File: config.mk
export PLATFORM = sky130hd
export DESIGN_NAME = ice_cmd_router_flat
export DESIGN_NICKNAME = d
export VERILOG_FILES = /design/src/rtl/ice_cmd_router_if.sv /design/src/rtl/ice_cmd_router.sv /design/src/flat_wrapper.sv
export SDC_FILE = /design/constraint.sdc
export NUM_CORES = 1
export LEC_CHECK = 0
export ABC_CLOCK_PERIOD_IN_PS = 2400
export CAP_MARGIN = 20
export CORE_UTILIZATION = 48
export DETAILED_ROUTE_END_ITERATION = 10
export PLACE_DENSITY = 0.79
export SETUP_SLACK_MARGIN = 0.15
export SYNTH_ARGS = -nofsm -noshare
export SYNTH_HDL_FRONTEND = slang
export SYNTH_SLANG_ARGS = --single-unit
File: constraint.sdc
create_clock -name i_clk -period 2.4 [get_ports i_clk]
set_input_delay 0.48 -clock i_clk [delete_from_list [all_inputs] [get_ports i_clk]]
set_output_delay 0.48 -clock i_clk [all_outputs]
set_load 0.1 [all_outputs]
File: src/rtl/ice_cmd_router_if.sv
// Bundle of decoder, channel and UART signals around the ICE command router.
// The master modport is the router's view; slave is the surrounding fabric.
interface ice_cmd_router_if #(
    parameter int unsigned NUM_CH = 2
) ();
    logic                  rx_valid;
    logic                  rx_is_hex;
    logic [3:0]            rx_hex;
    logic                  rx_is_cmd;
    logic [3:0]            rx_cmd;
    logic                  rx_is_eol;
    logic [7:0]            ch_tx_byte;
    logic [NUM_CH-1:0]     ch_tx_latch;
    logic [NUM_CH-1:0]     ch_tx_req;
    logic                  ch_tx_mode;
    logic [NUM_CH-1:0]     ch_busy;
    logic [NUM_CH-1:0]     ch_resp_req;
    logic [NUM_CH-1:0]     ch_resp_valid;
    logic [8*NUM_CH-1:0]   ch_resp_data;
    logic [NUM_CH-1:0]     ch_resp_pop;
    logic [7:0]            uart_tx_data;
    logic                  uart_tx_latch;
    logic                  uart_tx_empty;
    logic                  err;

    modport master (
        input  rx_valid, rx_is_hex, rx_hex, rx_is_cmd, rx_cmd, rx_is_eol,
        input  ch_busy, ch_resp_req, ch_resp_valid, ch_resp_data, uart_tx_empty,
        output ch_tx_byte, ch_tx_latch, ch_tx_req, ch_tx_mode, ch_resp_pop,
        output uart_tx_data, uart_tx_latch, err
    );

    modport slave (
        output rx_valid, rx_is_hex, rx_hex, rx_is_cmd, rx_cmd, rx_is_eol,
        output ch_busy, ch_resp_req, ch_resp_valid, ch_resp_data, uart_tx_empty,
        input  ch_tx_byte, ch_tx_latch, ch_tx_req, ch_tx_mode, ch_resp_pop,
        input  uart_tx_data, uart_tx_latch, err
    );
endinterface

File: src/rtl/ice_cmd_router.sv
// ICE command router: decoded UART events become per-channel byte frames (TX),
// channel responses become round-robin framed hex ASCII lines (RX).
module ice_cmd_router #(
    parameter int unsigned NUM_CH    = 2,
    parameter int unsigned MAX_BYTES = 16,
    parameter logic [7:0]  HDR_BASE  = 8'h61
) (
    input  logic             i_clk,
    input  logic             i_reset,
    ice_cmd_router_if.master io_bus
);
    localparam int unsigned BCW  = $clog2(MAX_BYTES + 1);
    localparam int unsigned PTRW = (NUM_CH > 1) ? $clog2(NUM_CH) : 1;

    typedef enum logic [1:0] {TxIdle, TxCollect, TxFinal, TxDiscard} tx_state_e;
    typedef enum logic [2:0] {RxIdle, RxHdr, RxHi, RxLo, RxEol} rx_state_e;

    function automatic logic [7:0] hex_ascii(input logic [3:0] n);
        return (n < 4'd10) ? (8'h30 + {4'h0, n}) : (8'h37 + {4'h0, n});
    endfunction

    tx_state_e         r_tx_state, w_tx_state_nxt;
    logic [2:0]        r_ch, w_ch_nxt;
    logic              r_mode, w_mode_nxt;
    logic [3:0]        r_nib, w_nib_nxt;
    logic              r_odd, w_odd_nxt;
    logic [BCW-1:0]    r_bcnt, w_bcnt_nxt;
    logic [7:0]        r_tx_byte, w_tx_byte_nxt;
    logic [NUM_CH-1:0] r_tx_latch, w_tx_latch_nxt;
    logic [NUM_CH-1:0] r_tx_req, w_tx_req_nxt;
    logic              r_err, w_err_nxt;

    logic [2:0]        w_cmd_ch;
    logic              w_cmd_busy;
    logic              w_cmd_ok;
    logic              w_full;
    logic [NUM_CH-1:0] w_ch_oh;

    assign w_cmd_ch = io_bus.rx_cmd[3:1];
    assign w_ch_oh  = NUM_CH'(1) << r_ch;
    assign w_full   = (r_bcnt == BCW'(MAX_BYTES));

    always_comb begin
        w_cmd_busy = 1'b0;
        for (int i = 0; i < NUM_CH; i++) begin
            if (3'(i) == w_cmd_ch) w_cmd_busy = io_bus.ch_busy[i];
        end
        w_cmd_ok = ({29'd0, w_cmd_ch} < NUM_CH) && !w_cmd_busy;
    end

    always_comb begin
        w_tx_state_nxt = r_tx_state;
        w_ch_nxt       = r_ch;
        w_mode_nxt     = r_mode;
        w_nib_nxt      = r_nib;
        w_odd_nxt      = r_odd;
        w_bcnt_nxt     = r_bcnt;
        w_tx_byte_nxt  = r_tx_byte;
        w_tx_latch_nxt = '0;
        w_tx_req_nxt   = '0;
        w_err_nxt      = 1'b0;
        if (io_bus.rx_valid && io_bus.rx_is_cmd) begin
            // A command always restarts; a frame that already latched bytes is dropped loudly.
            w_err_nxt = (r_tx_state == TxFinal) || !w_cmd_ok ||
                        ((r_tx_state == TxCollect) && (r_bcnt != '0));
            w_ch_nxt       = w_cmd_ch;
            w_mode_nxt     = io_bus.rx_cmd[0];
            w_odd_nxt      = 1'b0;
            w_bcnt_nxt     = '0;
            w_tx_state_nxt = w_cmd_ok ? TxCollect : TxDiscard;
        end else begin
            unique case (r_tx_state)
                TxCollect: begin
                    if (io_bus.rx_valid && io_bus.rx_is_hex) begin
                        if (!r_odd) begin
                            w_nib_nxt = io_bus.rx_hex;
                            w_odd_nxt = 1'b1;
                        end else if (w_full) begin
                            w_odd_nxt      = 1'b0;
                            w_err_nxt      = 1'b1;
                            w_tx_state_nxt = TxDiscard;
                        end else begin
                            w_odd_nxt      = 1'b0;
                            w_tx_byte_nxt  = {r_nib, io_bus.rx_hex};
                            w_tx_latch_nxt = w_ch_oh;
                            w_bcnt_nxt     = r_bcnt + BCW'(1);
                        end
                    end else if (io_bus.rx_valid && io_bus.rx_is_eol) begin
                        w_odd_nxt      = 1'b0;
                        w_tx_state_nxt = TxIdle;
                        if (r_odd && w_full) begin
                            w_err_nxt = 1'b1;
                        end else if (r_odd) begin
                            // Pad the dangling nibble, then request one cycle later.
                            w_tx_byte_nxt  = {r_nib, 4'h0};
                            w_tx_latch_nxt = w_ch_oh;
                            w_bcnt_nxt     = r_bcnt + BCW'(1);
                            w_tx_state_nxt = TxFinal;
                        end else if (r_bcnt != '0) begin
                            w_tx_req_nxt = w_ch_oh;
                        end
                    end
                end
                TxFinal: begin
                    w_tx_req_nxt   = w_ch_oh;
                    w_tx_state_nxt = TxIdle;
                end
                TxDiscard: begin
                    if (io_bus.rx_valid && io_bus.rx_is_eol) w_tx_state_nxt = TxIdle;
                end
                default: w_tx_state_nxt = TxIdle;
            endcase
        end
    end

    always_ff @(posedge i_clk) begin
        if (i_reset) begin
            r_tx_state <= TxIdle;
            r_ch       <= '0;
            r_mode     <= 1'b0;
            r_nib      <= '0;
            r_odd      <= 1'b0;
            r_bcnt     <= '0;
            r_tx_byte  <= '0;
            r_tx_latch <= '0;
            r_tx_req   <= '0;
            r_err      <= 1'b0;
        end else begin
            r_tx_state <= w_tx_state_nxt;
            r_ch       <= w_ch_nxt;
            r_mode     <= w_mode_nxt;
            r_nib      <= w_nib_nxt;
            r_odd      <= w_odd_nxt;
            r_bcnt     <= w_bcnt_nxt;
            r_tx_byte  <= w_tx_byte_nxt;
            r_tx_latch <= w_tx_latch_nxt;
            r_tx_req   <= w_tx_req_nxt;
            r_err      <= w_err_nxt;
        end
    end

    rx_state_e         r_rx_state, w_rx_state_nxt;
    logic [PTRW-1:0]   r_k, w_k_nxt;
    logic [PTRW-1:0]   r_ptr, w_ptr_nxt;
    logic [PTRW-1:0]   w_pick, w_idx;
    logic              w_found;
    logic [7:0]        r_uart_data, w_uart_data_nxt;
    logic              r_uart_latch, w_uart_latch_nxt;
    logic [NUM_CH-1:0] r_pop, w_pop_nxt;
    logic [7:0]        w_resp_data;
    logic              w_resp_valid;
    logic              w_can_send;

    // Round-robin search starting at the pointer, plus the selected channel's response mux.
    always_comb begin
        w_found      = 1'b0;
        w_pick       = '0;
        w_idx        = '0;
        w_resp_valid = 1'b0;
        w_resp_data  = '0;
        for (int i = 0; i < NUM_CH; i++) begin
            w_idx = PTRW'((32'(r_ptr) + 32'(i)) % NUM_CH);
            if (!w_found && io_bus.ch_resp_req[w_idx]) begin
                w_found = 1'b1;
                w_pick  = w_idx;
            end
            if (PTRW'(i) == r_k) begin
                w_resp_valid = io_bus.ch_resp_valid[i];
                w_resp_data  = io_bus.ch_resp_data[8*i +: 8];
            end
        end
    end

    assign w_can_send = io_bus.uart_tx_empty && !r_uart_latch;

    always_comb begin
        w_rx_state_nxt   = r_rx_state;
        w_k_nxt          = r_k;
        w_ptr_nxt        = r_ptr;
        w_uart_data_nxt  = r_uart_data;
        w_uart_latch_nxt = 1'b0;
        w_pop_nxt        = '0;
        unique case (r_rx_state)
            RxIdle: begin
                if (w_found) begin
                    w_k_nxt        = w_pick;
                    w_rx_state_nxt = RxHdr;
                end
            end
            RxHdr: begin
                if (w_can_send) begin
                    w_uart_latch_nxt = 1'b1;
                    w_uart_data_nxt  = HDR_BASE + 8'(r_k);
                    w_rx_state_nxt   = RxHi;
                end
            end
            RxHi: begin
                if (w_can_send && !w_resp_valid) begin
                    w_rx_state_nxt = RxEol;
                end else if (w_can_send) begin
                    w_uart_latch_nxt = 1'b1;
                    w_uart_data_nxt  = hex_ascii(w_resp_data[7:4]);
                    w_rx_state_nxt   = RxLo;
                end
            end
            RxLo: begin
                if (w_can_send) begin
                    w_uart_latch_nxt = 1'b1;
                    w_uart_data_nxt  = hex_ascii(w_resp_data[3:0]);
                    w_pop_nxt        = NUM_CH'(1) << r_k;
                    w_rx_state_nxt   = RxHi;
                end
            end
            RxEol: begin
                if (w_can_send) begin
                    w_uart_latch_nxt = 1'b1;
                    w_uart_data_nxt  = 8'h0a;
                    w_ptr_nxt        = (32'(r_k) == NUM_CH - 1) ? '0 : r_k + PTRW'(1);
                    w_rx_state_nxt   = RxIdle;
                end
            end
            default: w_rx_state_nxt = RxIdle;
        endcase
    end

    always_ff @(posedge i_clk) begin
        if (i_reset) begin
            r_rx_state   <= RxIdle;
            r_k          <= '0;
            r_ptr        <= '0;
            r_uart_data  <= '0;
            r_uart_latch <= 1'b0;
            r_pop        <= '0;
        end else begin
            r_rx_state   <= w_rx_state_nxt;
            r_k          <= w_k_nxt;
            r_ptr        <= w_ptr_nxt;
            r_uart_data  <= w_uart_data_nxt;
            r_uart_latch <= w_uart_latch_nxt;
            r_pop        <= w_pop_nxt;
        end
    end

    assign io_bus.ch_tx_byte    = r_tx_byte;
    assign io_bus.ch_tx_latch   = r_tx_latch;
    assign io_bus.ch_tx_req     = r_tx_req;
    assign io_bus.ch_tx_mode    = r_mode;
    assign io_bus.err           = r_err;
    assign io_bus.uart_tx_data  = r_uart_data;
    assign io_bus.uart_tx_latch = r_uart_latch;
    assign io_bus.ch_resp_pop   = r_pop;

endmodule

File: src/flat_wrapper.sv
// flat-port wrapper written by rule: the top's interface ports become plain ports
module ice_cmd_router_flat 
#(
    parameter int unsigned NUM_CH    = 2,
    parameter int unsigned MAX_BYTES = 16,
    parameter logic [7:0]  HDR_BASE  = 8'h61
)
  (i_clk, i_reset, io_bus_rx_valid, io_bus_rx_is_hex, io_bus_rx_hex, io_bus_rx_is_cmd, io_bus_rx_cmd, io_bus_rx_is_eol, io_bus_ch_busy, io_bus_ch_resp_req, io_bus_ch_resp_valid, io_bus_ch_resp_data, io_bus_uart_tx_empty, io_bus_ch_tx_byte, io_bus_ch_tx_latch, io_bus_ch_tx_req, io_bus_ch_tx_mode, io_bus_ch_resp_pop, io_bus_uart_tx_data, io_bus_uart_tx_latch, io_bus_err);
  ice_cmd_router_if #(.NUM_CH(NUM_CH)) io_bus_i ();
  input  logic i_clk;
  input  logic i_reset;
  input wire logic [$bits(io_bus_i.rx_valid)-1:0] io_bus_rx_valid;
  input wire logic [$bits(io_bus_i.rx_is_hex)-1:0] io_bus_rx_is_hex;
  input wire logic [$bits(io_bus_i.rx_hex)-1:0] io_bus_rx_hex;
  input wire logic [$bits(io_bus_i.rx_is_cmd)-1:0] io_bus_rx_is_cmd;
  input wire logic [$bits(io_bus_i.rx_cmd)-1:0] io_bus_rx_cmd;
  input wire logic [$bits(io_bus_i.rx_is_eol)-1:0] io_bus_rx_is_eol;
  input wire logic [$bits(io_bus_i.ch_busy)-1:0] io_bus_ch_busy;
  input wire logic [$bits(io_bus_i.ch_resp_req)-1:0] io_bus_ch_resp_req;
  input wire logic [$bits(io_bus_i.ch_resp_valid)-1:0] io_bus_ch_resp_valid;
  input wire logic [$bits(io_bus_i.ch_resp_data)-1:0] io_bus_ch_resp_data;
  input wire logic [$bits(io_bus_i.uart_tx_empty)-1:0] io_bus_uart_tx_empty;
  output wire logic [$bits(io_bus_i.ch_tx_byte)-1:0] io_bus_ch_tx_byte;
  output wire logic [$bits(io_bus_i.ch_tx_latch)-1:0] io_bus_ch_tx_latch;
  output wire logic [$bits(io_bus_i.ch_tx_req)-1:0] io_bus_ch_tx_req;
  output wire logic [$bits(io_bus_i.ch_tx_mode)-1:0] io_bus_ch_tx_mode;
  output wire logic [$bits(io_bus_i.ch_resp_pop)-1:0] io_bus_ch_resp_pop;
  output wire logic [$bits(io_bus_i.uart_tx_data)-1:0] io_bus_uart_tx_data;
  output wire logic [$bits(io_bus_i.uart_tx_latch)-1:0] io_bus_uart_tx_latch;
  output wire logic [$bits(io_bus_i.err)-1:0] io_bus_err;
  assign io_bus_i.rx_valid = io_bus_rx_valid;
  assign io_bus_i.rx_is_hex = io_bus_rx_is_hex;
  assign io_bus_i.rx_hex = io_bus_rx_hex;
  assign io_bus_i.rx_is_cmd = io_bus_rx_is_cmd;
  assign io_bus_i.rx_cmd = io_bus_rx_cmd;
  assign io_bus_i.rx_is_eol = io_bus_rx_is_eol;
  assign io_bus_i.ch_busy = io_bus_ch_busy;
  assign io_bus_i.ch_resp_req = io_bus_ch_resp_req;
  assign io_bus_i.ch_resp_valid = io_bus_ch_resp_valid;
  assign io_bus_i.ch_resp_data = io_bus_ch_resp_data;
  assign io_bus_i.uart_tx_empty = io_bus_uart_tx_empty;
  assign io_bus_ch_tx_byte = io_bus_i.ch_tx_byte;
  assign io_bus_ch_tx_latch = io_bus_i.ch_tx_latch;
  assign io_bus_ch_tx_req = io_bus_i.ch_tx_req;
  assign io_bus_ch_tx_mode = io_bus_i.ch_tx_mode;
  assign io_bus_ch_resp_pop = io_bus_i.ch_resp_pop;
  assign io_bus_uart_tx_data = io_bus_i.uart_tx_data;
  assign io_bus_uart_tx_latch = io_bus_i.uart_tx_latch;
  assign io_bus_err = io_bus_i.err;
  ice_cmd_router #(.NUM_CH(NUM_CH), .MAX_BYTES(MAX_BYTES), .HDR_BASE(HDR_BASE)) u_core (.i_clk(i_clk), .i_reset(i_reset), .io_bus(io_bus_i));
endmodule
After elaboration in Yosys (flattened, before gate mapping)
Cells that the tools add are included.
- bits in registers: 45
- output and inout bits: 25
- logic and storage cells: 168
- add/sub/neg operators: 8
- magnitude comparators: 5
- equal/unequal tests: 23
- shift operators: 2
- mux-type cells: 74
- bitwise logic cells: 5
- reduce and logical (&&, ||, !) cells: 35
- operators with widths (cell ; count):
    $mux 8 ; 14
    $mux 2 ; 20
    $pmux 8 s4 ; 1
    $mux 5 ; 6
    $add 6x4->7 const A ; 4
    $mux 1 ; 24
    $mux 3 ; 5
    $ne 2x1->1 const B ; 7
    $pmux 3 s4 ; 1
    $reduce_and 4->1 ; 3
    $reduce_and 6->1 ; 2
    $logic_and 1x1->1 ; 9
    $reduce_or 3->1 ; 3
    $add 7x1->8 const A ; 1
    $lt 4x4->1 const B ; 2
    $ne 4x2->1 const B ; 2
    $pmux 2 s2 ; 2
    $eq 3x2->1 const B ; 2
    $logic_not 3->1 ; 2
    $ne 3x1->1 const B ; 2
    $reduce_and 2->1 ; 3
    $add 5x1->5 const B ; 1
    $eq 5x5->1 const B ; 1
    $logic_not 1->1 ; 5
    20 further kinds ; 30

Depth between registers and ports, before layout
Gate-level depths: netlist of run 1.
- depth in word-level cells: 9
- depth in mapped cells: 9
- gate-level depth less buffers: 7

Worst setup path before layout of run 1
No wires, ideal clock.
- path type: register to register
- from: register u_core.r_k
- to: register u_core.r_uart_data[4] (netlist: u_core.io_bus.uart_tx_data[4])
- library setup time: 0.071 ns
- arrival time: 2.096 ns
- data required time: 2.329 ns
- setup slack: 0.234 ns
- stages on the path, launching flop included: 10
- buffers on the path: 2
- clock period less this slack: 2.166 ns
- cell sequence: dfxtp_1 -> buf_2 -> buf_1 -> mux2i_1 -> ha_1 -> inv_1 -> a211oi_1 -> o41ai_1 -> or3b_1 -> a21oi_1
- cells in the longest elaborated chain, start to end: 6
- RTL lines (item ; line ; source):
    start: declaration ; ice_cmd_router.sv:143 ; logic [PTRW-1:0] r_k, w_k_nxt;
    start signal: assignment ; ice_cmd_router.sv:236 ; r_k <= w_k_nxt;
    $mux 8 ; ice_cmd_router.sv:167 ; if (PTRW'(i) == r_k) begin
    $add 6x4->7 / $lt 4x4->1 (equally long branches) ; ice_cmd_router.sv:19 ; return (n < 4'd10) ? (8'h30 + {4'h0, n}) : (8'h37 + {4'h0, n});
    $mux 8 ; ice_cmd_router.sv:19 ;
    $mux 8 ; ice_cmd_router.sv:200 ; end else if (w_can_send) begin
    $mux 8 ; ice_cmd_router.sv:198 ; if (w_can_send && !w_resp_valid) begin
    $pmux 8 s4 ; ice_cmd_router.sv:183 ; unique case (r_rx_state)
    end signal: assignment ; ice_cmd_router.sv:238 ; r_uart_data <= w_uart_data_nxt;
    end: declaration ; ice_cmd_router.sv:147 ; logic [7:0] r_uart_data, w_uart_data_nxt;
Several ways; a longest one is shown, not always the timed one. The select of a mux whose other input is x is not followed.
A chain may end at the register's enable or synchronous reset.

Final worst setup path of run 1
- from: input port io_bus_ch_resp_data[1]
- to: register u_core.r_uart_data[6] (netlist: u_core.io_bus.uart_tx_data[6])
- cells in the longest elaborated chain, start to end: 5
- RTL lines (item ; line ; source):
    start: declaration ; flat_wrapper.sv:21 ; input wire logic [$bits(io_bus_i.ch_resp_data)-1:0] io_bus_ch_resp_data;
    $mux 8 * ; ice_cmd_router.sv:167 ;
    $add 6x4->7 / $lt 4x4->1 (equally long branches) ; ice_cmd_router.sv:19 ;
    $mux 8 * ; ice_cmd_router.sv:19 ;
    $mux 8 * ; ice_cmd_router.sv:207 ; if (w_can_send) begin
    $pmux 8 s4 * ; ice_cmd_router.sv:183 ;
Mark *: on every way between the ends. The rest lies on a longest branch, timed or not. The select of a mux whose other input is x is not followed.

==> results of run 1 <==
-- cells in the mapped netlist, types with 2 or more instances --
library cell and count:
o21ai_0 13, a21oi_1 28, a31oi_1 6, inv_1 9
mux2i_1 13, nor2b_1 7, or3b_1 2, a211oi_1 10
a21o_1 3, nor3b_1 3, ha_1 7, buf_2 3
nand2b_1 6, nor4_1 4, and2_1 3, or3_1 2
xnor2_1 3, nand4_1 2, nor3_1 8, dfxtp_1 44
clkbuf_1 12, mux2_2 3, nand2_1 43, nor2_1 22
a311oi_1 2, buf_4 3, nor4b_1 2, nand3_1 5
xor2_1 3
-- per-stage QoR --
stage               TNS [ps]  area (um^2)  hold WS [ps]  power, mW
finish                     0         3090           454       1.73
CTS                        0         3080           457       1.73
detailed placement     -37.6         2960           445       1.16
floorplan                  0         2310           432       1.02
global placement           0         2960           441       1.16
global route               0         3090           485       1.80
-- registers in the layout, summed over array words and instances, names as in the netlist, 2 cells and up --
register,cells
u_core.io_bus.uart_tx_data,7
u_core.r_nib,4
u_core.r_bcnt,5
u_core.io_bus.ch_resp_pop,2
u_core.r_tx_state,2
u_core.r_ch,3
u_core.r_rx_state,3
u_core.io_bus.ch_tx_byte,8
u_core.io_bus.ch_tx_req,2
u_core.io_bus.ch_tx_latch,2
-- kinds of logic (layout without fill, tap and decap cells) --
| kind of cell | Yosys count | after routing | share of synthesized area, % |
|---|---|---|---|
| flip-flops | 44 | 44 | 38.1 |
| buffers and inverters | 28 | 94 | 5.19 |
| AND/OR/NAND/NOR | 114 | 114 | 24.1 |
| other | 1 | 1 | 0.162 |
| adder cells (fa/ha/maj) | 7 | 7 | 3.79 |
| AO/OA/AOI/OAI | 72 | 72 | 19.3 |
| multiplexers | 16 | 16 | 7.08 |
| XOR/XNOR | 6 | 6 | 2.27 |
-- cell usage in the layout (no fill, tap or decap), types with 4 or more instances in the layout --
cell / Yosys / routed
nand2_1: 43 / 43
buf_4: 3 / 41
nand3_1: 5 / 5
nor2_1: 22 / 22
nor3_1: 8 / 8
inv_1: 9 / 9
a31oi_1: 6 / 6
nor2b_1: 7 / 7
clkbuf_8: 0 / 5
mux2i_1: 13 / 12
nand2b_1: 6 / 6
nor4_1: 4 / 4
a211oi_1: 10 / 8
a21oi_1: 28 / 28
o21ai_0: 13 / 13
clkdlybuf4s50_1: 0 / 36
ha_1: 7 / 7
dfxtp_1: 44 / 43
-- path summary, 6_finish.rpt --
| path | cells past startpoint | startpoint | endpoint | slack (ps) |
|---|---|---|---|---|
| max | 8 | io_bus_ch_resp_data[1] | u_core.io_bus.uart_tx_data[6] | 230 |
| min | 2 | u_core.io_bus.ch_tx_byte[0] | u_core.io_bus.ch_tx_byte[0] | 450 |
| max reg2reg | 7 | u_core.r_k | u_core.io_bus.uart_tx_data[4] | 290 |
| min reg2reg | 2 | u_core.io_bus.ch_tx_byte[0] | u_core.io_bus.ch_tx_byte[0] | 450 |
-- metal layers --
layer / vias up / part of all wire [%]
met3: 4 / 6.3
met2: 80 / 46
met4: 0 / 0.61
li1: 1145 / -
met1: 1083 / 47
met5: - / 0
-- final cells by class --
class                   count  area share [%]
clock buffers               5            2.23
clock inverters             3            1.50
inverters                   9            1.09
multi-input cells         216            42.9
flip-flops and latches     44            28.5
well taps                  52            2.11
repair buffers             77            21.6
-- what timing repair did --
action | CTS | global route
setup endpoints to repair | 1 | 1
gates resized for setup | 1 | 3
hold buffers | 0 | 0
pin swaps | 0 | 2
-- worst reg2reg max path, cell delays in order, from the launching register on --
cell and delay [ps]:
dfxtp_2 530, mux2i_1 310, ha_1 230, inv_1 60, a211oi_1 240, o41ai_1 140, or3b_1 380, a21oi_1 150
-- power by group through the flow --
stage          registers (mW)  clock network [mW]  logic [mW]
2_1_floorplan           0.855                   0       0.168
3_3_place_gp            0.788                   0       0.368
3_5_place_dp            0.788                   0       0.375
4_1_cts                 0.771               0.586       0.376
5_1_grt                 0.775               0.613       0.409
6_report                0.772               0.575       0.382
==> results.toml, run 1 <==
[setup_path]
cpPeakStageDelay_ps = 510
critPathBufInv = 2
worstSetupPathType = "in -> reg"
endpoint_kind = "flop"
cp.arrival_ps = 2390
path_cells = "clkdlybuf4s50_1 > mux2i_1 > ha_1 > inv_1 > a211oi_1 > o41ai_1 > a21oi_1 > a211oi_1"
critPathTopFamily = "compound AO/OA/AOI/OAI gates"
start_kind = "input port"
cp.required_ps = 2610
cp_slowest_cell = "clkdlybuf4s50_1"
cpMostUsedCell = "a211oi_1"
crit_path_max_fanout = 3

[global_route]
grt_pass1_wl_mm = 9.02
busiest_layer = "met2"
use_met2_pct = 34.2
grt_start_max_net_pins = 36
grtUsageMet3_pct = 5.06
grt_use_met1_pct = 31.0
gr-total-overflow = 0
grt_usage_pct = 22.1
grt_pass1_vias = 2007
antenna_found_initial = 0

[routing]
drt-initial-drc-count = 161
detail-route-antenna-nets = 0
finalWirelength_mm = 5.55
route.detailed.drc = 0
wl_per_cell_um = 13.7
via_per_inst = 5.69
firstDrtPassIters = 4
num_vias = 2312

[yosys]
synth-main-ff-cell = "dfxtp_1"
synth.avg_cell_area_um2 = 8.03
ys_top_cells_by_area = "dfxtp_1 38%, nand2_1 7.0%, a21oi_1 6.1%"
yosysSeqAreaShare_pct = 38.1
ys_async_sr_fraction_pct = 0
syn_inst = 288
synth_seq_cells = 44
yosys_warnings = 0
synth_top_cell_area_share_pct = 38.1
synth.net_count = 332
yosysTopAreaCell = "dfxtp_1"
netlist_area_um2 = 2310
synth-edff-count = 0
synth.distinct_cells = 46

[pwr]
comb_power_share_pct = 22.1
vdd_drop_max_mv = 0.422
internal-power_mw = 1.22
p_leak_nw = 1.22
power_density_nw_per_um2 = 559
pwr-share-clk_pct = 33.2
swShare_pct = 29.5
switchingPower_uw = 511
p_seq_share_pct = 44.7

[cells_and_area]
drive_gt1_share_pct = 16.4
multi_input_area_um2 = 1330
insertedDiodeCount = 0
finalNonFillerCells = 406
n_fill_cell = 388
finalNetCount = 397
fin_util_pct = 68.6
regArea_um2 = 882
area_delta_synth_final_pct = 33.6

[floorplan]
die_y_um = 71.4
fp.dieW_um = 71.4
core_area_um2 = 4500
initial_core_util_pct = 51.4
design.die.area_um2 = 5100
rows = 24
io_pins = 62

[sta]
rsz0062_at_grt = "false"
fin_ws_ps = 225
finalMaxSlewViolations = 0
finClkSkew_ps = 4.66
tightestPinTransition_ps = 744
period_needed_ps = 2170
slew_headroom_pct = 49.1
final-setup-viol-count = 0
fmax_mhz = 460
hold_viol_final = 0
min_period_over_period_pct = 90.6

[clock_tree]
clkSinkCount = 44
post_cts_buffers = 0
cts_buffers = 5
cts.clk_slew.worst_paths_ps = 90
cts-root-buf = "clkbuf_8"
clock_path_buffers = 2
h-tree-depth = 2
cts_tree = "yes"
clk_latency_ps = 290

[outcome]
status = "completed"

[place]
place_congestion = 0.843
portBuffers = 60
dp_hpwl_mm = 4.16
dpl.cell_count = 398
dp_slack_ps = -37.6

[worst_hold_path]
hold_class = "reg -> reg"

[run]
cap_violations = 0
(Power assumes the default switching activity.)
==> run 2: changes to the inputs <==
--- a/config.mk
+++ b/config.mk
@@ -11,6 +11,7 @@
 export DETAILED_ROUTE_END_ITERATION = 10
 export PLACE_DENSITY = 0.79
 export SETUP_SLACK_MARGIN = 0.15
+export SKIP_LAST_GASP = 1
 export SYNTH_ARGS = -nofsm -noshare
 export SYNTH_HDL_FRONTEND = slang
 export SYNTH_SLANG_ARGS = --single-unit
==> constraint.sdc (replaced) <==
create_clock -name i_clk -period 2.4 [get_ports i_clk]
set_input_delay 0.24 -clock i_clk [delete_from_list [all_inputs] [get_ports i_clk]]
set_output_delay 0.24 -clock i_clk [all_outputs]
set_load 0.1 [all_outputs]
==> results.toml, run 2 (synthesis gave the netlist of run 1 again) <==
[setup_path]
endpoint_kind = "flop"
r2r_slack_ps = 330
cp-startpoint = "u_core.r_k"
cp.arrival_ps = 2300
cp.required_ps = 2630
critPathBufInv = 1
cp.depth = 7
timing.critical_path.to = "u_core.io_bus.uart_tx_data[4]"
cp_slowest_cell = "dfxtp_2"
cpPeakStageDelay_ps = 480
r2r_end = "u_core.io_bus.uart_tx_data[4]"
worstSetupPathType = "reg -> reg"
crit_path_max_fanout = 10
worst_r2r_path_depth = 7
regToRegStartpoint = "u_core.r_k"
start_kind = "flop"
path_cells = "mux2i_1 > ha_1 > inv_1 > a211oi_1 > nor4_1 > or3b_1 > a21oi_1"
critPathTopFamily = "flip-flops"

[pwr]
p_total_mw = 1.62
p_leak_nw = 1.18
vdd_drop_max_mv = 0.525
power_density_nw_per_um2 = 538

[routing]
firstDrtPassIters = 5
route.detailed.drc = 0
detail-route-antenna-nets = 0
finalWirelength_mm = 5.53
num_vias = 2266
via_per_inst = 5.68
wl_per_cell_um = 13.9
drt-initial-drc-count = 162

[cells_and_area]
insertedDiodeCount = 0
largest_reg_flops = 8
regArea_um2 = 882
n_fill_cell = 410
drive_gt1_share_pct = 14.1
finalNetCount = 390
area_delta_synth_final_pct = 29.9
final_cell_mix = "43 x nand2_1, 43 x dfxtp_1, 36 x clkdlybuf4s50_1, 34 x buf_4, 28 x a21oi_1"
fin_area_um2 = 3010
multi_input_area_um2 = 1320

[clock_tree]
clock_path_buffers = 2
clk_latency_ps = 290
cts-root-buf = "clkbuf_8"
h-tree-depth = 2
ctsHoldBuffers = 0
cts_buffers = 5
cts_tree = "yes"
clkSinkCount = 44
cts.clk_slew.worst_paths_ps = 80
post_cts_buffers = 0

[global_route]
grt_pass1_wl_mm = 9.31
antenna_found_initial = 0
gr-total-overflow = 0
grt_usage_pct = 22.8
grt_start_max_net_pins = 36
grt_pass1_vias = 2016

[sta]
tightestPinTransition_ps = 661
hold_viol_final = 0
min_period_over_period_pct = 86.4
rsz0062_at_grt = "false"
finClkSkew_ps = 4.80
fmax_mhz = 482
final-setup-viol-count = 0
finalSetupTns_ps = 0
slew_headroom_pct = 54.8
period_needed_ps = 2070
finalMaxSlewViolations = 0

[place]
placed_area_um2 = 2910
place_congestion = 0.939
dp_hpwl_mm = 4.15
portBuffers = 60

[floorplan]
core_area_um2 = 4500
die_y_um = 71.4
design.die.area_um2 = 5100
rows = 24
io_pins = 62
initial_core_util_pct = 51.4
fp.dieW_um = 71.4

[outcome]
status = "completed"

[worst_hold_path]
hold_depth = 2
worstHoldStart = "u_core.io_bus.ch_tx_byte[1]"
hold_class = "reg -> reg"

[run]
cap_violations = 0
-- run 2: changes by cell type in the layout (fill, tap and decap cells not counted) --
cell / change
bufinv_16: -1
clkbuf_8: +1
clkinvlp_4: -1
clkinv_2: +2
a211oi_2: -2
a211oi_1: +2
buf_4: -7
inv_6: -1
-- run 2: cell type report --
cell class / instances / area share [%]
Inverter: 9 / 1.12
Tap cell: 52 / 2.16
Timing Repair Buffer: 70 / 20.5
Clock inverter: 2 / 0.333
Multi-Input combinational cell: 216 / 43.8
Sequential cell: 44 / 29.4
Clock buffer: 6 / 2.75
-- run 2: timing repair --
| item | in CTS | in global routing |
|---|---|---|
| setup endpoints to repair | 0 | 2 |
| hold endpoints to repair | 0 | 0 |
| gates resized for setup | 0 | 2 |
-- run 2: worst min-delay path by stage --
stage and to:
2_1_floorplan u_core.r_ch[1], 3_3_place_gp u_core.io_bus.ch_tx_byte[6], 3_5_place_dp u_core.io_bus.ch_tx_byte[7], 4_1_cts u_core.io_bus.ch_tx_byte[1]
5_1_grt u_core.io_bus.ch_tx_byte[1], 6_report u_core.io_bus.ch_tx_byte[1]
-- run 2: power by group --
group | switching (mW) | internal, mW | total, mW
registers | 0.0199 | 0.751 | 0.771
clock network | 0.246 | 0.230 | 0.476
logic | 0.225 | 0.145 | 0.369
total | 0.491 | 1.13 | 1.62
-- run 2: tightest hold or removal path: stages, from the launching register on --
cell and delay, ps:
dfxtp_1 320, nand2_1 50, a21oi_1 50
-- run 2: per-layer routing --
metal / GRT usage [%] / wire length (um) / vias up
met5: 0 / 0 / -
met4: 6.00 / 64 / 0
met3: 5.06 / 358 / 7
met2: 34.3 / 2540 / 75
met1: 32.9 / 2560 / 1051
li1: - / - / 1133
-- run 2: per-stage QoR --
step | util [%] | worst slack, ps | cells | hold WS [ps]
3_3_place_gp | 64.6 | 261 | 391 | 442
6_report | 66.7 | 327 | 399 | 455
4_1_cts | 66.6 | 219 | 399 | 458
5_1_grt | 66.7 | 174 | 399 | 480
3_5_place_dp | 64.6 | 213 | 391 | 442
2_1_floorplan | - | 234 | 288 | 376
==> run 3: changes to the inputs <==
--- a/config.mk
+++ b/config.mk
@@ -8,6 +8,7 @@
 export ABC_CLOCK_PERIOD_IN_PS = 2400
 export CAP_MARGIN = 20
 export CORE_UTILIZATION = 48
+export CTS_CLUSTER_DIAMETER = 80
 export DETAILED_ROUTE_END_ITERATION = 10
 export PLACE_DENSITY = 0.79
 export SETUP_SLACK_MARGIN = 0.15
==> results of run 3 <==
The final DEF is identical to that of run 2; final timing and power are the same.
